File: src/rtl/frame_fill_engine.sv
// frame_fill_engine: paints one frame buffer with a single colour by streaming
// 8-pixel bursts (one address entry + two identical write-data entries) into
// the DRAM request controller's af/wdf FIFOs.
//
//   state     | meaning
//   ----------+-----------------------------------------------------------
//   S_IDLE    | FF_ready high, waiting for a fill request
//   S_BURST_A | push burst address and first data beat together
//   S_BURST_B | push second data beat, then advance x/y or finish
module frame_fill_engine #(
  parameter int WIDTH  = 800,
  parameter int HEIGHT = 600
) (
  input  logic         clk,
  input  logic         rst,
  input  logic         FF_valid,
  input  logic [23:0]  FF_color,
  input  logic [31:0]  FF_frame,
  output logic         FF_ready,
  input  logic         af_full,
  input  logic         wdf_full,
  output logic         af_wr_en,
  output logic [30:0]  af_addr_din,
  output logic         wdf_wr_en,
  output logic [127:0] wdf_din,
  output logic [15:0]  wdf_mask_din
);

  typedef enum logic [1:0] {
    S_IDLE    = 2'd0,
    S_BURST_A = 2'd1,
    S_BURST_B = 2'd2
  } state_t;

  localparam logic [9:0] X_LAST = 10'(WIDTH - 8);
  localparam logic [9:0] Y_LAST = 10'(HEIGHT - 1);

  state_t      state, state_nx;
  logic [9:0]  x, y, x_nx, y_nx;
  logic [23:0] colour_q;
  // Only the 4 MB frame index bits inside the 256 MB DRAM window reach the address.
  logic [5:0]  frame_q;
  logic        accept;

  // Frame bits outside the DRAM window and the aligned low bits never matter.
  logic unused_frame_bits;
  assign unused_frame_bits = ^{FF_frame[31:28], FF_frame[21:0]};

  assign accept = FF_valid && (state == S_IDLE);

  // State, pixel counters and the latched request fields.
  always_ff @(posedge clk) begin
    if (rst) begin
      state    <= S_IDLE;
      x        <= '0;
      y        <= '0;
      colour_q <= '0;
      frame_q  <= '0;
    end else begin
      state <= state_nx;
      x     <= x_nx;
      y     <= y_nx;
      if (accept) begin
        colour_q <= FF_color;
        frame_q  <= FF_frame[27:22];
      end
    end
  end

  // Next-state, counter stepping and FIFO push enables.
  always_comb begin
    state_nx  = state;
    x_nx      = x;
    y_nx      = y;
    FF_ready  = 1'b0;
    af_wr_en  = 1'b0;
    wdf_wr_en = 1'b0;
    case (state)
      S_IDLE: begin
        FF_ready = 1'b1;
        if (FF_valid) begin
          state_nx = S_BURST_A;
          x_nx     = '0;
          y_nx     = '0;
        end
      end
      S_BURST_A: begin
        // Address and first beat go together so a burst is never split by af_full.
        if (!af_full && !wdf_full) begin
          af_wr_en  = 1'b1;
          wdf_wr_en = 1'b1;
          state_nx  = S_BURST_A == S_BURST_A ? S_BURST_B : S_BURST_B;
        end
      end
      S_BURST_B: begin
        if (!wdf_full) begin
          wdf_wr_en = 1'b1;
          if (x == X_LAST) begin
            if (y == Y_LAST) begin
              state_nx = S_IDLE;
            end else begin
              x_nx     = '0;
              y_nx     = y + 10'd1;
              state_nx = S_BURST_A;
            end
          end else begin
            x_nx     = x + 10'd8;
            state_nx = S_BURST_A;
          end
        end
      end
      default: state_nx = S_IDLE;
    endcase
  end

  assign af_addr_din  = {6'b0, frame_q, y, x[9:3], 2'b00};
  assign wdf_din      = {4{8'h00, colour_q}};
  assign wdf_mask_din = 16'h0000;

endmodule

File: config.mk
export PLATFORM = sky130hd
export DESIGN_NAME = frame_fill_engine
export DESIGN_NICKNAME = d
export VERILOG_FILES = /design/src/rtl/frame_fill_engine.sv
export SDC_FILE = /design/constraint.sdc
export NUM_CORES = 1
export LEC_CHECK = 0
export ABC_AREA = 0
export ABC_CLOCK_PERIOD_IN_PS = 3500
export BUFFER_PORTS_ARGS = -buffer_cell sky130_fd_sc_hd__buf_2
export CAP_MARGIN = 20
export CORE_AREA = 2 2 91 93
export CTS_CLUSTER_DIAMETER = 50
export DETAILED_ROUTE_END_ITERATION = 6
export DIE_AREA = 0 0 93 95
export PLACE_DENSITY = 0.82
export SETUP_SLACK_MARGIN = 0.02
export SYNTH_ARGS = -nofsm -noshare
export SYNTH_HDL_FRONTEND = slang
export SYNTH_SLANG_ARGS = --single-unit
File: constraint.sdc
create_clock -name clk -period 3.5 [get_ports clk]
set_input_delay 0 -clock clk [delete_from_list [all_inputs] [get_ports clk]]
set_output_delay 0 -clock clk [all_outputs]
set_load 0.01 [all_outputs]
==> flow_metrics.py, run 1 <==
metrics = {
    "run_status": {
        "status": "finished, final reports clean",
    },
    "drt": {
        "wirelength_um": 8430,
        "detail_route.wl_per_cell_um": 13.47,
        "drcViolationCount": 0,
        "num_vias": 2988,
        "viasPerCell": 4.773,
        "antenna_left": 0,
        "dr.pass1.iters": 4,
        "first_iter_violations": 167,
    },
    "worst_setup_path": {
        "arrival_ps": 2300,
        "required_ps": 3690,
        "r2r_cells": 6,
        "worstReg2RegEnd": "y[2]$_SDFFE_PP0P_",
        "worstSetupPathType": "flip-flop to flip-flop",
        "reg2reg_slack_ps": 1390,
        "startpoint_type": "flip-flop",
        "path_max_fanout": 11,
        "cp-end-kind": "flip-flop",
        "rr_startpoint": "state[0]$_SDFFE_PP0P_",
    },
    "placed_design": {
        "io_buffers": 156,
        "gp_congestion": 0.8959,
        "dpl_cell_area_um2": 3406,
        "place_hpwl_um": 5575,
    },
    "sta": {
        "max_freq_mhz": 474.7,
        "fin_crit_ps": 2107,
        "relSlewSlack": 0.2756,
        "hold_viol_final": 0,
        "worstMarginPinSlew_ps": 1087,
        "setup_viol_count_final": 0,
        "fin_setup_tns_ps": 0,
        "period_share": 0.6019,
        "rsz0062_at_grt": "false",
        "slew_violations": 0,
        "timing.clock.skew_ps": 13.06,
    },
    "power": {
        "p_switching_w": 0.0008033,
        "power_frac_comb": 0.435,
        "ir_worst_vdd_mv": 0.1698,
        "power_density_nw_per_um2": 520.6,
        "internal_power_w": 0.001187,
        "power.leakage_nw": 1.905,
        "share_seq_of_total_power": 0.356,
        "swShare": 0.4037,
        "p_clk_frac": 0.210,
    },
    "grt": {
        "grt_usage": 0.1700,
        "grt_pass1_vias": 2531,
        "antenna_found_initial": 0,
        "grt_overflow": 0,
        "grt_pass1_wl_um": 12320,
        "grt_max_degree": 57,
    },
    "die": {
        "ios": 239,
        "die_h_um": 95,
        "die_x_um": 93,
        "die_area_um2": 8835,
        "num_rows": 33,
        "core_um2": 7928,
        "initial_core_util": 0.4143,
    },
    "logic_synthesis": {
        "ys_types": 48,
        "postSynthAreaPerCell_um2": 7.972,
        "async_reset_ff_frac": 0,
        "netlist_area_um2": 3284,
        "synth_edf_count": 0,
        "synth-seq-cells": 49,
        "synthCells": 412,
        "synth-seq-area-share": 0.2987,
        "yosys_most_used_dff": "dfxtp_1",
        "yosysWarnings": 0,
    },
    "finish": {
        "layout_common_cells": "buf_2, nand2_1, conb_1",
        "design_area_um2": 3822,
        "antenna_cells": 0,
        "drive_above_1_share": 0.3397,
        "fill_cells": 752,
        "area_growth_pct": 16.38,
        "nets": 588,
        "final_common_cell": "buf_2",
    },
    "clocking": {
        "clk_latency_ps": 290,
        "cts-root-buf": "clkbuf_8",
        "cts_sinks": 49,
        "cts_tree": "built",
        "htree_levels": 2,
        "clk_pin_slew_ps": 90,
        "postCtsSetupRepairBufs": 0,
        "numCtsBuffers": 5,
        "cts_buffer_depth": 2,
    },
    "worst_hold_path": {
        "hold_depth": 4,
        "hp-start": "af_full",
        "holdCritPathClass": "primary input to flip-flop",
        "min_to": "state[1]$_SDFFE_PP0P_",
    },
    "flow_run": {
        "cap_violations": 0,
    },
}
sequential cells by signal (all words and copies together) (netlist names):
register,count
colour_q,24
frame_q,6
x,7
state,2
y,10
area by class of cell:
class                   instances  area [µm²]  area share
clock buffers                   7       86.33     0.02259
inverters                      11       41.29     0.01080
flip-flops and latches         49       980.9      0.2566
well taps                     105       131.4     0.03437
multi-input cells             264        1449      0.3791
clock inverters                 1       30.03    0.007856
repair buffers                189        1104      0.2887
cell families (layout without fill, tap and decap cells):
logic type | Yosys count | after routing | share of synthesized area
muxes | 3 | 3 | 0.009524
and+or+nand+nor | 122 | 122 | 0.1871
other | 1 | 56 | 0.001142
adders and majority gates | 7 | 7 | 0.02667
buffers and inverters | 154 | 208 | 0.3230
AOI/OAI and AO/OA | 76 | 76 | 0.1539
DFF | 49 | 49 | 0.2987
per-layer routing:
metal | share of wire | up-vias | track usage
met5 | 0 | - | 0
met4 | 0.0013 | 0 | 0.02819
met3 | 0.084 | 2 | 0.03512
met2 | 0.52 | 154 | 0.3273
met1 | 0.39 | 1405 | 0.1957
li1 | - | 1427 | -
power by group through the flow:
stage | combinational (W) | sequential, W | clock, W
after floorplan | 0.000710 | 0.000737 | 0
after global placement | 0.000808 | 0.000712 | 0
after detailed placement | 0.000825 | 0.000718 | 0
after CTS | 0.000854 | 0.000705 | 0.000435
after global routing | 0.000949 | 0.000720 | 0.000457
final | 0.000865 | 0.000708 | 0.000417
how the worst max path moves through the flow:
stage / slack (ps) / cells after the start / start / to
final: 1390 / 6 / state[0]$_SDFFE_PP0P_ / y[2]$_SDFFE_PP0P_
after global routing: 1140 / 6 / state[0]$_SDFFE_PP0P_ / y[2]$_SDFFE_PP0P_
after CTS: 1370 / 5 / state[0]$_SDFFE_PP0P_ / colour_q[7]$_SDFFE_PP0P_
after detailed placement: 1370 / 6 / state[0]$_SDFFE_PP0P_ / y[9]$_SDFFE_PP0P_
after global placement: 1470 / 6 / state[0]$_SDFFE_PP0P_ / y[9]$_SDFFE_PP0P_
after floorplan: 1690 / 7 / state[0]$_SDFFE_PP0P_ / y[7]$_SDFFE_PP0P_
Yosys cell counts, types with 3 or more instances:
library cell  instances  share of area
nand3_1               6         0.0091
dfxtp_1              49           0.30
a21oi_1              41          0.062
nor2_1                7         0.0080
nor4_1                3         0.0057
buf_1                 3         0.0034
inv_1                11          0.013
o32ai_1               9          0.024
o31ai_1               4         0.0091
a31oi_1               5         0.0095
o21ai_0               3         0.0046
nand2_1              70          0.080
clkbuf_1             10          0.011
nor2b_1               5         0.0095
ha_1                  7          0.027
buf_4               128           0.29
nor4b_1               3         0.0080
nand2b_1              6          0.011
nand4_1               5         0.0095
what timing repair did:
action	4_1_cts	5_1_grt
resized for setup	0	0
endpoints found under the setup margin	0	0
endpoints found under the hold margin	30	0
hold buffers	30	0
critical path, stage by stage (launching register included):
cell      delay (ps)
dfxtp_1          360
inv_1             90
ha_1             410
inv_1            220
a41oi_1          540
nand2b_1         210
o32ai_1          160
stage by stage:
step | instances | hold slack, ps | util | total power, W | setup WS (ps)
final | 626 | 116.8 | 0.4822 | 0.001990 | 1393
after global routing | 626 | 174.9 | 0.4822 | 0.002126 | 1142
after CTS | 626 | 105.3 | 0.4822 | 0.001994 | 1367
after detailed placement | 588 | 247.8 | 0.4296 | 0.001543 | 1372
after global placement | 588 | 241.4 | 0.4296 | 0.001520 | 1466
after floorplan | 467 | 56.78 | - | 0.001447 | 1695
(Power assumes the default switching activity.)
==> inputs of run 2 (changes only) <==
--- a/config.mk
+++ b/config.mk
@@ -6,14 +6,14 @@
 export NUM_CORES = 1
 export LEC_CHECK = 0
 export ABC_AREA = 0
-export ABC_CLOCK_PERIOD_IN_PS = 3500
+export ABC_CLOCK_PERIOD_IN_PS = 2150
 export BUFFER_PORTS_ARGS = -buffer_cell sky130_fd_sc_hd__buf_2
 export CAP_MARGIN = 20
-export CORE_AREA = 2 2 91 93
+export CORE_MARGIN = 2
+export CORE_UTILIZATION = 41
 export CTS_CLUSTER_DIAMETER = 50
 export DETAILED_ROUTE_END_ITERATION = 6
-export DIE_AREA = 0 0 93 95
-export PLACE_DENSITY = 0.82
+export PLACE_DENSITY = 0.81
 export SETUP_SLACK_MARGIN = 0.02
 export SYNTH_ARGS = -nofsm -noshare
 export SYNTH_HDL_FRONTEND = slang
==> constraint.sdc (replaced) <==
create_clock -name clk -period 2.15 [get_ports clk]
set_input_delay 0 -clock clk [delete_from_list [all_inputs] [get_ports clk]]
set_output_delay 0 -clock clk [all_outputs]
set_load 0.01 [all_outputs]
==> flow_metrics.py, run 2 (synthesis gave the netlist of run 1 again) <==
metrics = {
    "drt": {
        "viasPerCell": 4.727,
        "num_vias": 3011,
        "wl_met3_um": 753,
        "drcViolationCount": 0,
        "wirelength_um": 8575,
        "antenna_left": 0,
        "detail_route.wl_per_cell_um": 13.46,
        "dr.pass1.iters": 4,
        "wl_met2_um": 4354,
        "first_iter_violations": 93,
        "top_layer": "met4",
        "wl_met1_um": 3332,
    },
    "clocking": {
        "clk_pin_slew_ps": 90,
        "cts_tree": "built",
        "numCtsBuffers": 5,
        "cts-root-buf": "clkbuf_8",
        "cts_buffer_depth": 2,
        "cts_sinks": 49,
        "clk_latency_ps": 300,
        "htree_levels": 2,
    },
    "run_status": {
        "status": "finished, final reports clean",
    },
    "finish": {
        "nets": 602,
        "final_common_cell": "buf_2",
        "area_growth_pct": 19.92,
        "fill_cells": 710,
        "drive_above_1_share": 0.3607,
        "antenna_cells": 0,
        "regMostFlops": "colour_q",
        "largest_reg_flops": 24,
        "reg_top3": "colour_q: 24 flops, y: 10 flops, x: 7 flops",
        "design_area_um2": 3939,
        "layout_common_cells": "buf_2, nand2_1, conb_1",
    },
    "worst_hold_path": {
        "hp-start": "af_full",
        "hold_depth": 4,
        "holdCritPathClass": "primary input to flip-flop",
        "min_to": "state[1]$_SDFFE_PP0P_",
    },
    "sta": {
        "rsz0062_at_grt": "false",
        "fin_crit_ps": 1991,
        "setup_viol_count_final": 0,
        "slew_violations": 0,
        "max_freq_mhz": 502.3,
        "period_share": 0.9259,
        "worstMarginPinSlew_ps": 803.9,
        "timing.clock.skew_ps": 8.372,
        "fin_setup_tns_ps": 0,
        "relSlewSlack": 0.4582,
        "hold_viol_final": 0,
    },
    "placed_design": {
        "io_buffers": 156,
        "gp_congestion": 0.9159,
        "place_hpwl_um": 6002,
        "dpl_cell_area_um2": 3500,
    },
    "worst_setup_path": {
        "required_ps": 2400,
        "critPathBufInv": 1,
        "path_max_fanout": 7,
        "max_stage_delay_ps": 420,
        "cp_slowest_cell": "dfxtp_1",
        "rr_startpoint": "state[0]$_SDFFE_PP0P_",
        "reg2reg_slack_ps": 160,
        "worstSetupPathType": "flip-flop to flip-flop",
        "path_cells": "inv_1 -> ha_1 -> and4bb_2 -> a31o_2 -> nor3_2 -> a32o_1",
        "cp-end-kind": "flip-flop",
        "startpoint_type": "flip-flop",
        "cp_top_family": "simple AND/OR/NAND/NOR gates",
        "arrival_ps": 2240,
        "crit_start": "state[0]$_SDFFE_PP0P_",
        "r2r_cells": 6,
        "worstReg2RegEnd": "y[6]$_SDFFE_PP0P_",
    },
    "power": {
        "power_density_nw_per_um2": 847.3,
        "ir_worst_vdd_mv": 0.3919,
        "power.leakage_nw": 1.978,
    },
    "die": {
        "initial_core_util": 0.4250,
        "ios": 239,
        "die_h_um": 93.50,
        "core_um2": 7727,
        "die_x_um": 93.50,
        "die_area_um2": 8742,
        "num_rows": 32,
    },
    "flow_run": {
        "cap_violations": 0,
    },
    "grt": {
        "grt_max_degree": 38,
        "antenna_found_initial": 0,
        "grt_usage": 0.1769,
        "grt_overflow": 0,
        "grt_pass1_wl_um": 12500,
        "grt_pass1_vias": 2625,
    },
}
## run 2: cell types whose count changed in the layout (fill, tap and decap cells not counted)
cell / before / now
a21oi_1: 41 / 40
a21oi_2: 0 / 1
buf_4: 3 / 16
buf_8: 0 / 1
clkbuf_1: 1 / 0
clkinvlp_4: 0 / 1
## run 2: where the power goes
| part | switching [W] | internal [W] | total [W] |
|---|---|---|---|
| clock network | 0.000314 | 0.000379 | 0.000692 |
| logic | 0.000907 | 0.000590 | 0.00150 |
| registers | 0.000126 | 0.00102 | 0.00115 |
| total | 0.00135 | 0.00199 | 0.00334 |
## run 2: cell type report
type	instances	area, µm²	share of cell area
Clock buffer	6	82.58	0.02097
Tap cell	102	127.6	0.03240
Timing Repair Buffer	203	1216	0.3088
Inverter	11	41.29	0.01048
Sequential cell	49	980.9	0.2490
Clock inverter	2	37.54	0.009530
Multi-Input combinational cell	264	1453	0.3688
## run 2: worst reg2reg max path: cells and delay by family, from the launching register on
family / cells / cell delay (ps)
adder cells (fa/ha/maj): 1 / 290
AND/OR/NAND/NOR: 2 / 600
flip-flops: 1 / 420
buffers and inverters: 1 / 90
AO/OA/AOI/OAI: 2 / 550
## run 2: routing by layer
layer	vias up	GRT usage
li1	1455	-
met1	1381	0.1964
met2	162	0.3273
met3	13	0.04271
met4	0	0.05882
met5	-	0
## run 2: stage by stage
stage	std cells	worst slack, ps	hold slack [ps]	utilization	total power (W)
floorplan	467	344.9	56.78	-	0.002355
global placement	598	233.1	243.8	0.4529	0.002557
detailed placement	598	151.6	247.2	0.4529	0.002589
CTS	636	132.8	128.2	0.5073	0.003337
global route	637	44.96	161.5	0.5097	0.003551
finish	637	159.3	140.1	0.5097	0.003337
## run 2: worst max path at each step
stage                                    end  slack, ps  cells past startpoint
floorplan                  y[7]$_SDFFE_PP0P_        340                      7
global placement           y[4]$_SDFFE_PP0P_        230                      6
detailed placement  colour_q[3]$_SDFFE_PP0P_        150                      5
CTS                 colour_q[3]$_SDFFE_PP0P_        130                      5
global route               y[6]$_SDFFE_PP0P_         40                      6
finish                     y[6]$_SDFFE_PP0P_        160                      6
## run 2: what timing repair did
action	CTS	global route
hold buffers	30	0
endpoints found under the hold margin	30	0
setup buffers	0	0
resized for setup	0	1
endpoints found under the setup margin	0	1
